$ cat src/rtl/wimax_pkg.sv
// Shared WiMAX transmit-chain definitions.
//   NCBPS / NCPC       : coded bits per OFDM block / per carrier (QPSK)
//   IQ_W               : signed I/Q sample width (Q1.15)
//   QPSK_AMP_POS/NEG   : +/- 1/sqrt(2) in Q1.15
//   iq_sample_t        : packed I/Q pair
package wimax_pkg;

  localparam int unsigned NCBPS = 192;
  localparam int unsigned NCPC  = 2;
  localparam int unsigned IQ_W  = 16;

  localparam logic signed [IQ_W-1:0] QPSK_AMP_POS = 16'sh5A82;
  localparam logic signed [IQ_W-1:0] QPSK_AMP_NEG = 16'shA57E;

  typedef struct packed {
    logic signed [IQ_W-1:0] i;
    logic signed [IQ_W-1:0] q;
  } iq_sample_t;

endpackage

$ cat src/rtl/pingpong_bit_buffer.sv
// Two DEPTH-bit storage banks for one block each.
//   clk      : system clock
//   wr_en    : write strobe (address already range-checked by the parent)
//   wr_bank  : bank receiving the write
//   wr_addr  : bit position within the bank
//   wr_data  : bit value
//   rd_bank  : bank being read
//   rd_pair  : bit-pair index; returns bits 2*rd_pair and 2*rd_pair+1
//   rd_bits  : {bit 2*rd_pair+1, bit 2*rd_pair}
// Contents are not reset; full/pointer bookkeeping lives in the parent.
module pingpong_bit_buffer #(
  parameter int unsigned DEPTH = 192,
  parameter int unsigned AW    = 8,
  parameter int unsigned PW    = 7
) (
  input  logic          clk,
  input  logic          wr_en,
  input  logic          wr_bank,
  input  logic [AW-1:0] wr_addr,
  input  logic          wr_data,
  input  logic          rd_bank,
  input  logic [PW-1:0] rd_pair,
  output logic [1:0]    rd_bits
);

  logic [DEPTH-1:0] mem [2];

  always_ff @(posedge clk) begin
    if (wr_en) mem[wr_bank][wr_addr] <= wr_data;
  end

  assign rd_bits = {mem[rd_bank][{rd_pair, 1'b1}], mem[rd_bank][{rd_pair, 1'b0}]};

endmodule

$ cat src/rtl/qpsk_mapper_buffer.sv
// Ping-pong de-interleave buffer plus QPSK (Gray) mapper.
//   clk, reset          : clock, synchronous active-high reset
//   valid_interleaver   : data_in/data_in_index valid
//   data_in             : interleaved bit
//   data_in_index       : destination bit position within the block
//   ready_buffer        : current write bank can accept a bit
//   ready_in            : downstream accepts the presented symbol
//   valid_out           : i_out/q_out/symbol_index/last_symbol valid
//   i_out, q_out        : signed Q1.15 symbol components
//   symbol_index        : subcarrier index 0..Ncbps/Ncpc-1
//   last_symbol         : final symbol of a block
module qpsk_mapper_buffer
  import wimax_pkg::*;
#(
  parameter int unsigned Ncbps = NCBPS,
  parameter int unsigned Ncpc  = NCPC,
  parameter int unsigned W     = IQ_W,
  parameter int unsigned AMP   = 23170
) (
  input  logic                              clk,
  input  logic                              reset,
  input  logic                              valid_interleaver,
  input  logic                              data_in,
  input  logic [$clog2(Ncbps)-1:0]          data_in_index,
  output logic                              ready_buffer,
  input  logic                              ready_in,
  output logic                              valid_out,
  output logic signed [W-1:0]               i_out,
  output logic signed [W-1:0]               q_out,
  output logic [$clog2(Ncbps/Ncpc)-1:0]     symbol_index,
  output logic                              last_symbol
);

  localparam int unsigned NSYM = Ncbps / Ncpc;
  localparam int unsigned IW   = $clog2(Ncbps);
  localparam int unsigned PW   = $clog2(NSYM);

  localparam logic signed [W-1:0] AMP_POS = W'(AMP);
  localparam logic signed [W-1:0] AMP_NEG = -AMP_POS;

  logic          wr_bank;
  logic          rd_bank;
  logic [1:0]    full;
  logic [IW-1:0] wr_cnt;
  logic [PW-1:0] rd_ptr;
  logic          wr_fire;
  logic          rd_load;
  logic          rd_last;
  logic [1:0]    rd_bits;
  iq_sample_t    mapped;

  assign ready_buffer = !full[wr_bank];
  assign wr_fire      = valid_interleaver && ready_buffer && (32'(data_in_index) < Ncbps);
  assign rd_load      = (!valid_out || ready_in) && full[rd_bank];
  assign rd_last      = (rd_ptr == PW'(NSYM - 1));

  pingpong_bit_buffer #(
    .DEPTH (Ncbps),
    .AW    (IW),
    .PW    (PW)
  ) u_buf (
    .clk     (clk),
    .wr_en   (wr_fire),
    .wr_bank (wr_bank),
    .wr_addr (data_in_index),
    .wr_data (data_in),
    .rd_bank (rd_bank),
    .rd_pair (rd_ptr),
    .rd_bits (rd_bits)
  );

  // Gray QPSK: I from the even bit, Q from the odd bit; 0 -> +AMP, 1 -> -AMP.
  always_comb begin
    mapped.i = rd_bits[0] ? AMP_NEG : AMP_POS;
    mapped.q = rd_bits[1] ? AMP_NEG : AMP_POS;
  end

  always_ff @(posedge clk) begin
    if (reset) begin
      wr_bank      <= 1'b0;
      rd_bank      <= 1'b0;
      full         <= '0;
      wr_cnt       <= '0;
      rd_ptr       <= '0;
      valid_out    <= 1'b0;
      i_out        <= '0;
      q_out        <= '0;
      symbol_index <= '0;
      last_symbol  <= 1'b0;
    end else begin
      if (wr_fire) begin
        if (wr_cnt == IW'(Ncbps - 1)) begin
          full[wr_bank] <= 1'b1;
          wr_bank       <= !wr_bank;
          wr_cnt        <= '0;
        end else begin
          wr_cnt <= wr_cnt + 1'b1;
        end
      end
      // The bank is released on load: the output register keeps the symbol,
      // so the writer may reuse the bank before the final handshake.
      if (rd_load) begin
        valid_out    <= 1'b1;
        i_out        <= mapped.i;
        q_out        <= mapped.q;
        symbol_index <= rd_ptr;
        last_symbol  <= rd_last;
        if (rd_last) begin
          full[rd_bank] <= 1'b0;
          rd_bank       <= !rd_bank;
          rd_ptr        <= '0;
        end else begin
          rd_ptr <= rd_ptr + 1'b1;
        end
      end else if (ready_in) begin
        valid_out <= 1'b0;
      end
    end
  end

endmodule

$ cat config.mk
export PLATFORM = sky130hd
export DESIGN_NAME = qpsk_mapper_buffer
export DESIGN_NICKNAME = d
export VERILOG_FILES = /design/src/rtl/wimax_pkg.sv /design/src/rtl/pingpong_bit_buffer.sv /design/src/rtl/qpsk_mapper_buffer.sv
export SDC_FILE = /design/constraint.sdc
export NUM_CORES = 1
export LEC_CHECK = 0
export CORE_MARGIN = 8
export CORE_UTILIZATION = 60
export DETAILED_ROUTE_END_ITERATION = 16
export PLACE_DENSITY = 0.79
export SLEW_MARGIN = 20
export SYNTH_ARGS = -nofsm -noshare
export SYNTH_HDL_FRONTEND = slang
export SYNTH_HIERARCHICAL = 1
export SYNTH_SLANG_ARGS = --single-unit
export TNS_END_PERCENT = 20
$ cat constraint.sdc
create_clock -name clk -period 3.75 [get_ports clk]
set_input_delay 0.375 -clock clk [delete_from_list [all_inputs] [get_ports clk]]
set_output_delay 0.375 -clock clk [all_outputs]
set_load 0.01 [all_outputs]
==> results_dict.tcl, run 1 <==
set metrics [dict create \
    async_flop_share 0 \
    grt_use_total 0.229 \
    ys.flop_type "edfxtp_1" \
    dp.cells 1736 \
    crit_required_ns 4.21 \
    worstSetupPathType "flop to flop" \
    fin_crit_ns 3.24 \
    area_delta_synth_final_pct 10.6 \
    ir_drop_mv 0.393 \
    antenna_left 0 \
    relSlewSlack 0.436 \
    io_pins 55 \
    drv_cap 0 \
    cts_tree "yes" \
    worstPathMaxFanout 38 \
    drt_iter0_drc 1215 \
    synthAdderAreaFrac 0.00135 \
    drive_above_1_share 0.135 \
    start_util 0.607 \
    path_clk_slew_ns 0.06 \
    core-area_sq_mm 0.0304 \
    synth_top_family_by_area "simple AND/OR/NAND/NOR gates" \
    synth.ff_latch_count 417 \
    gr-max-usage-layer "met2" \
    r2r_start "rd_bank" \
    synth_area_sq_mm 0.0185 \
    wirelength_mm 41.8 \
    place_hpwl_mm 25.2 \
    leakagePower_uw 0.00588 \
    syn_inst 1385 \
    routedWlPerCell_um 23.0 \
    finClkSkew_ns 0.0165 \
    antenna_found_initial 1 \
    worstSetupEndpointType "flop" \
    yosys_warnings 6 \
    vias 11600 \
    grt_start_max_net_pins 146 \
    port_buffers 52 \
    grt.met2_usage 0.368 \
    rows 64 \
    synth.distinct_cells 63 \
    worst_hold_path_type "input pin to flop" \
    cts_root_buf "clkbuf_16" \
    p_total_uw 9270 \
    grt_pass1_wl_mm 64.7 \
    utilization 0.671 \
    drcViolationCount 0 \
    clock_sinks 417 \
    die_area_sq_mm 0.0367 \
    tns_ns 0 \
    gp_congestion 0.843 \
    fmax_mhz 308 \
    synth_area_leader_cell "edfxtp_1" \
    crit_start "rd_bank" \
    cts_max_path_buffers 3 \
    cts_resized 0 \
    startpoint_type "flop" \
    hold_path.startpoint "reset" \
    clk_latency_ns 0.54 \
    finalMaxSlewViolations 0 \
    fin_nets 1399 \
    cp.arrival_ns 3.71 \
    post_cts_buffers 0 \
    p_per_area_mw_per_mm2 454 \
    stdcell_count 1814 \
    grtUsageMet1 0.302 \
    setup_viol 0 \
    status "complete, no violations" \
    hold_violations 0 \
    synth-simple-area-share 0.132 \
    finalHoldWorstSlack_ns 0.316 \
    grt_setup_unrepaired "no" \
    gr-usage-met3 0.0445 \
    muxShareOfSynthArea 0.128 \
    synth_xor_area_frac 0.00474 \
    synth_seq_area_share 0.660 \
    cts_made_buffers 42 \
    hold_buffers 0 \
    synth_compound_area_frac 0.0338 \
    avgSynthCellArea_sq_um 13.3 \
    h-tree-depth 2 \
    grt_pass1_vias 11500 \
    die_x_um 191 \
    worst_pin_slew_ns 0.846 \
    layout_worst_path_cycle_share 0.865 \
    die_height_um 191 \
    synth.top_cell.area_share 0.624 \
    overflow 0 \
    post_drt_via_cell_ratio 6.39 \
    diodes 0 \
    synth_area_leaders "edfxtp_1, mux4_2, nor2_1, dfxtp_1, mux2i_1" \
    dr.pass1.iters 6 \
    synth_edf_count 384 \
]
metrics by stage:
| step | instance area (sq um) | setup slack [ns] |
|---|---|---|
| finish | 20400 | 0.508 |
| global route | 20400 | 0.262 |
| CTS | 20400 | 0.478 |
| detailed placement | 19100 | 0.562 |
| global placement | 19100 | 0.579 |
| floorplan | 18500 | 0.891 |
final cells by class:
type                    instances  area [sq um]
multi-input cells             828          5550
fillers                      2110         10000
clock inverters                22           204
inverters                      10          37.5
flip-flops and latches        417         12200
clock buffers                  56          1110
well taps                     396           495
repair buffers                 85           830
cell usage after synthesis, types with 2 or more instances:
library cell / number
nand2_1: 79
clkinv_1: 2
mux2_2: 9
nand2b_1: 3
a22oi_1: 11
nand4_1: 16
dfxtp_1: 33
o2111ai_1: 5
or3_1: 5
o22ai_1: 15
nand4b_1: 2
xnor2_1: 4
nand3b_1: 4
and2_1: 2
inv_1: 8
ha_1: 2
nor3b_1: 4
a211oi_1: 7
clkbuf_1: 79
a311o_1: 2
nor4_1: 2
xor2_1: 6
nor2_1: 410
o2bb2ai_1: 2
nand3_1: 27
mux4_2: 76
a2111oi_0: 2
a21oi_1: 23
edfxtp_1: 384
nand4_2: 2
nor2b_1: 11
nor3_1: 7
a31oi_1: 3
buf_4: 38
buf_6: 8
buf_2: 5
o41ai_1: 4
and4_1: 2
mux2i_1: 51
o21ai_0: 7
where the power goes:
group | switching, uW | total [uW] | leakage (uW) | internal (uW)
clock | 1720 | 4020 | 0.000637 | 2310
combinational | 142 | 172 | 0.00152 | 30.4
sequential | 3.58 | 5080 | 0.00372 | 5070
total | 1860 | 9270 | 0.00588 | 7410
cells by family (layout without fill, tap and decap cells):
logic type,after synthesis,count (layout)
AOI/OAI and AO/OA,91,91
xor gates and xnor gates,10,10
adders and majority gates,2,2
buffers and inverters,141,173
DFF,417,417
muxes,138,138
other,1,2
and+or+nand+nor,585,585
cell usage in the layout (no fill, tap or decap), types with 7 or more instances in the layout:
cell type | synthesis | final
a211oi_1 | 7 | 7
a21oi_1 | 23 | 23
a22oi_1 | 11 | 11
buf_4 | 38 | 28
clkbuf_1 | 79 | 13
clkbuf_16 | 0 | 42
clkdlybuf4s50_1 | 0 | 50
clkinv_1 | 2 | 9
dfxtp_1 | 33 | 29
edfxtp_1 | 384 | 384
inv_1 | 8 | 8
mux2_2 | 9 | 9
mux2i_1 | 51 | 51
mux4_2 | 76 | 76
nand2_1 | 79 | 79
nand3_1 | 27 | 27
nand4_1 | 16 | 16
nor2_1 | 410 | 410
nor2b_1 | 11 | 11
nor3_1 | 7 | 7
o21ai_0 | 7 | 7
o22ai_1 | 15 | 15
metal layers:
| layer | up-vias | part of all wire |
|---|---|---|
| li1 | 5025 | - |
| met1 | 5794 | 0.38 |
| met2 | 673 | 0.48 |
| met3 | 101 | 0.10 |
| met4 | 2 | 0.036 |
| met5 | - | 0.00026 |
worst paths after layout:
| path | slack [ns] | end | cells after the start |
|---|---|---|---|
| min | 0.32 | i_out[1] | 2 |
| max | 0.51 | q_out[14] | 8 |
| max reg2reg | 0.51 | q_out[14] | 8 |
| min reg2reg | 0.45 | symbol_index[5] | 2 |
critical path, stage by stage, from the launching register on:
cell and delay [ns]:
dfxtp_4 0.68, buf_12 0.32, mux4_2 0.57, a211oi_1 0.43
nand4_1 0.22, a31oi_1 0.26, o41ai_1 0.15, or3_1 0.40
a21oi_1 0.12
registers in the layout, summed over array words and instances (netlist names):
signal / count
rd_ptr: 7
valid_out: 1
wr_cnt: 8
rd_bank: 1
symbol_index: 7
u_buf/mem: 384
q_out: 2
wr_bank: 1
last_symbol: 1
i_out: 3
full: 2
No activity file was read; power rests on OpenSTA's default activity.
==> inputs of run 2 (changes only) <==
--- a/config.mk
+++ b/config.mk
@@ -6,9 +6,9 @@
 export NUM_CORES = 1
 export LEC_CHECK = 0
 export CORE_MARGIN = 8
-export CORE_UTILIZATION = 60
+export CORE_UTILIZATION = 27
 export DETAILED_ROUTE_END_ITERATION = 16
-export PLACE_DENSITY = 0.79
+export PLACE_DENSITY = 0.42
 export SLEW_MARGIN = 20
 export SYNTH_ARGS = -nofsm -noshare
 export SYNTH_HDL_FRONTEND = slang
==> run 2 against run 1 <==
Compared with the run above: power increased by 5.2%; clock power is 12% higher; worst hold slack worse by 0.0030 ns; core utilization fell by 36 points; highest routed layer is now met4.
==> results_dict.tcl, run 2 (same netlist as run 1, synthesis figures left out) <==
set metrics [dict create \
    p_per_area_mw_per_mm2 456 \
    place_hpwl_mm 31.2 \
    ir_drop_mv 0.254 \
    cts_max_path_buffers 3 \
    die_area_sq_mm 0.0771 \
    antenna_found_initial 0 \
    post_drt_via_cell_ratio 4.90 \
    most-common-layout-cells "nor2_1, edfxtp_1, nand2_1, mux4_2" \
    r2r_cells 10 \
    grt_use_total 0.130 \
    rows 96 \
    fin_nets 1426 \
    finalMaxSlewViolations 0 \
    cp.arrival_ns 3.87 \
    fmax_mhz 296 \
    cts_resized 0 \
    worst_pin_slew_ns 0.908 \
    antenna_left 0 \
    tns_ns 0 \
    path_clk_slew_ns 0.06 \
    worstPathMaxFanout 24 \
    relSlewSlack 0.392 \
    hold_path.startpoint "data_in" \
    leakagePower_uw 0.00606 \
    final_area_sq_mm 0.0214 \
    r2r_start "rd_bank" \
    dr.pass1.iters 6 \
    drt_iter0_drc 903 \
    setup_viol 0 \
    worst_hold_path_type "input pin to flop" \
    fin_crit_ns 3.38 \
    finClkSkew_ns 0.0245 \
    area_delta_synth_final_pct 15.8 \
    vias 11400 \
    cts_tree "yes" \
    start_util 0.271 \
    whs_endpoint "u_buf/mem[0][115]" \
    drcViolationCount 0 \
    core-area_sq_mm 0.0682 \
    port_buffers 52 \
    regMostFlops "u_buf/mem" \
    clk_latency_ns 0.58 \
    hold_buffers 0 \
    cp_slowest_cell "dfxtp_4" \
    crit_path_frequent_cell "buf_4" \
    r2r_slack_ns 0.37 \
    grt_pass1_vias 11600 \
    largest_reg_flops 384 \
    post_cts_buffers 0 \
    crit_required_ns 4.24 \
    grt_pass1_wl_mm 76.7 \
    hold_violations 0 \
    overflow 0 \
    gp_congestion 0.757 \
    grt_start_max_net_pins 113 \
    cts_root_buf "clkbuf_16" \
    diodes 0 \
    clock_sinks 417 \
    rr_endpoint "q_out[14]" \
    layout_top_registers "u_buf/mem: 384 flops, wr_cnt: 8 flops" \
    wirelength_mm 50.6 \
    cts_made_buffers 48 \
    io_pins 55 \
    routedWlPerCell_um 21.8 \
    status "complete, no violations" \
    final_common_cell "nor2_1" \
    startpoint_type "flop" \
    drive_above_1_share 0.145 \
    drv_cap 0 \
    h-tree-depth 2 \
    die_x_um 278 \
    grt_setup_unrepaired "no" \
    die_height_um 278 \
    worstSetupEndpointType "flop" \
    max_stage_delay_ns 0.66 \
    hold_depth 1 \
    post_dp_cell_area_sq_mm 0.0199 \
    worstSetupPathType "flop to flop" \
    layout_worst_path_cycle_share 0.901 \
    crit_chain "buf_12, buf_4, mux4_2, a211oi_1, nand4_1, a31oi_1, o41ai_1, buf_4, or3_1, a21oi_1" \
]
run 2: cell count changes in the layout (fill, tap and decap cells not counted), moves of 2 or more:
| cell | delta |
|---|---|
| clkinv_1 | +5 |
| buf_4 | +18 |
| clkbuf_8 | -2 |
| buf_12 | +3 |
| inv_6 | -2 |
| clkbuf_16 | +7 |
| clkinv_2 | -3 |
run 2: layout make-up:
type	instances	area, sq um
multi-input combinational	828	5550
clock buffer	63	1280
clock inverter	20	188
fill	6840	46800
inverter	10	37.5
timing repair buffer	106	1030
tap	882	1100
sequential	417	12200
run 2: per-stage QoR:
stage                     std cells   util  hold WS, ns  worst slack [ns]  total power [uW]
after floorplan                1386      -        0.449             0.891              5240
after global placement         2243  0.292        0.448             0.342              5360
after detailed placement       2243  0.292        0.452             0.349              5370
after CTS                      2326  0.314        0.314             0.335              9900
after global routing           2326  0.314        0.343             0.134             10100
final                          2326  0.314        0.313             0.371              9760
run 2: how the worst max path moves through the flow:
stage,cells after the start,slack (ns),startpoint,to
detailed placement,10,0.35,rd_bank,q_out[14]
finish,10,0.37,rd_bank,q_out[14]
CTS,10,0.34,rd_bank,q_out[14]
floorplan,9,0.89,rd_bank,q_out[14]
global placement,10,0.34,rd_bank,q_out[14]
global route,10,0.13,rd_bank,i_out[14]
run 2: routing by layer:
metal  global-route usage  vias to the layer above  routed length [um]
met1                0.179                     5947               23500
met3               0.0213                       66                2430
met2                0.208                      288               23400
met4               0.0410                        0                1240
li1                     -                     5085                   -
met5                    0                        -                   0
run 2: worst max-delay path: cells and delay by family (launching register included):
kind / cells / cell delay [ns]
buf+inv: 3 / 0.69
flops: 1 / 0.66
mux: 1 / 0.49
simple gates: 2 / 0.52
compound gates: 4 / 0.92
run 2: power breakdown:
part           switching [uW]  total [uW]  internal, uW
Combinational             155         190          34.8
Sequential               3.06        5080          5080
Clock                    1840        4490          2650
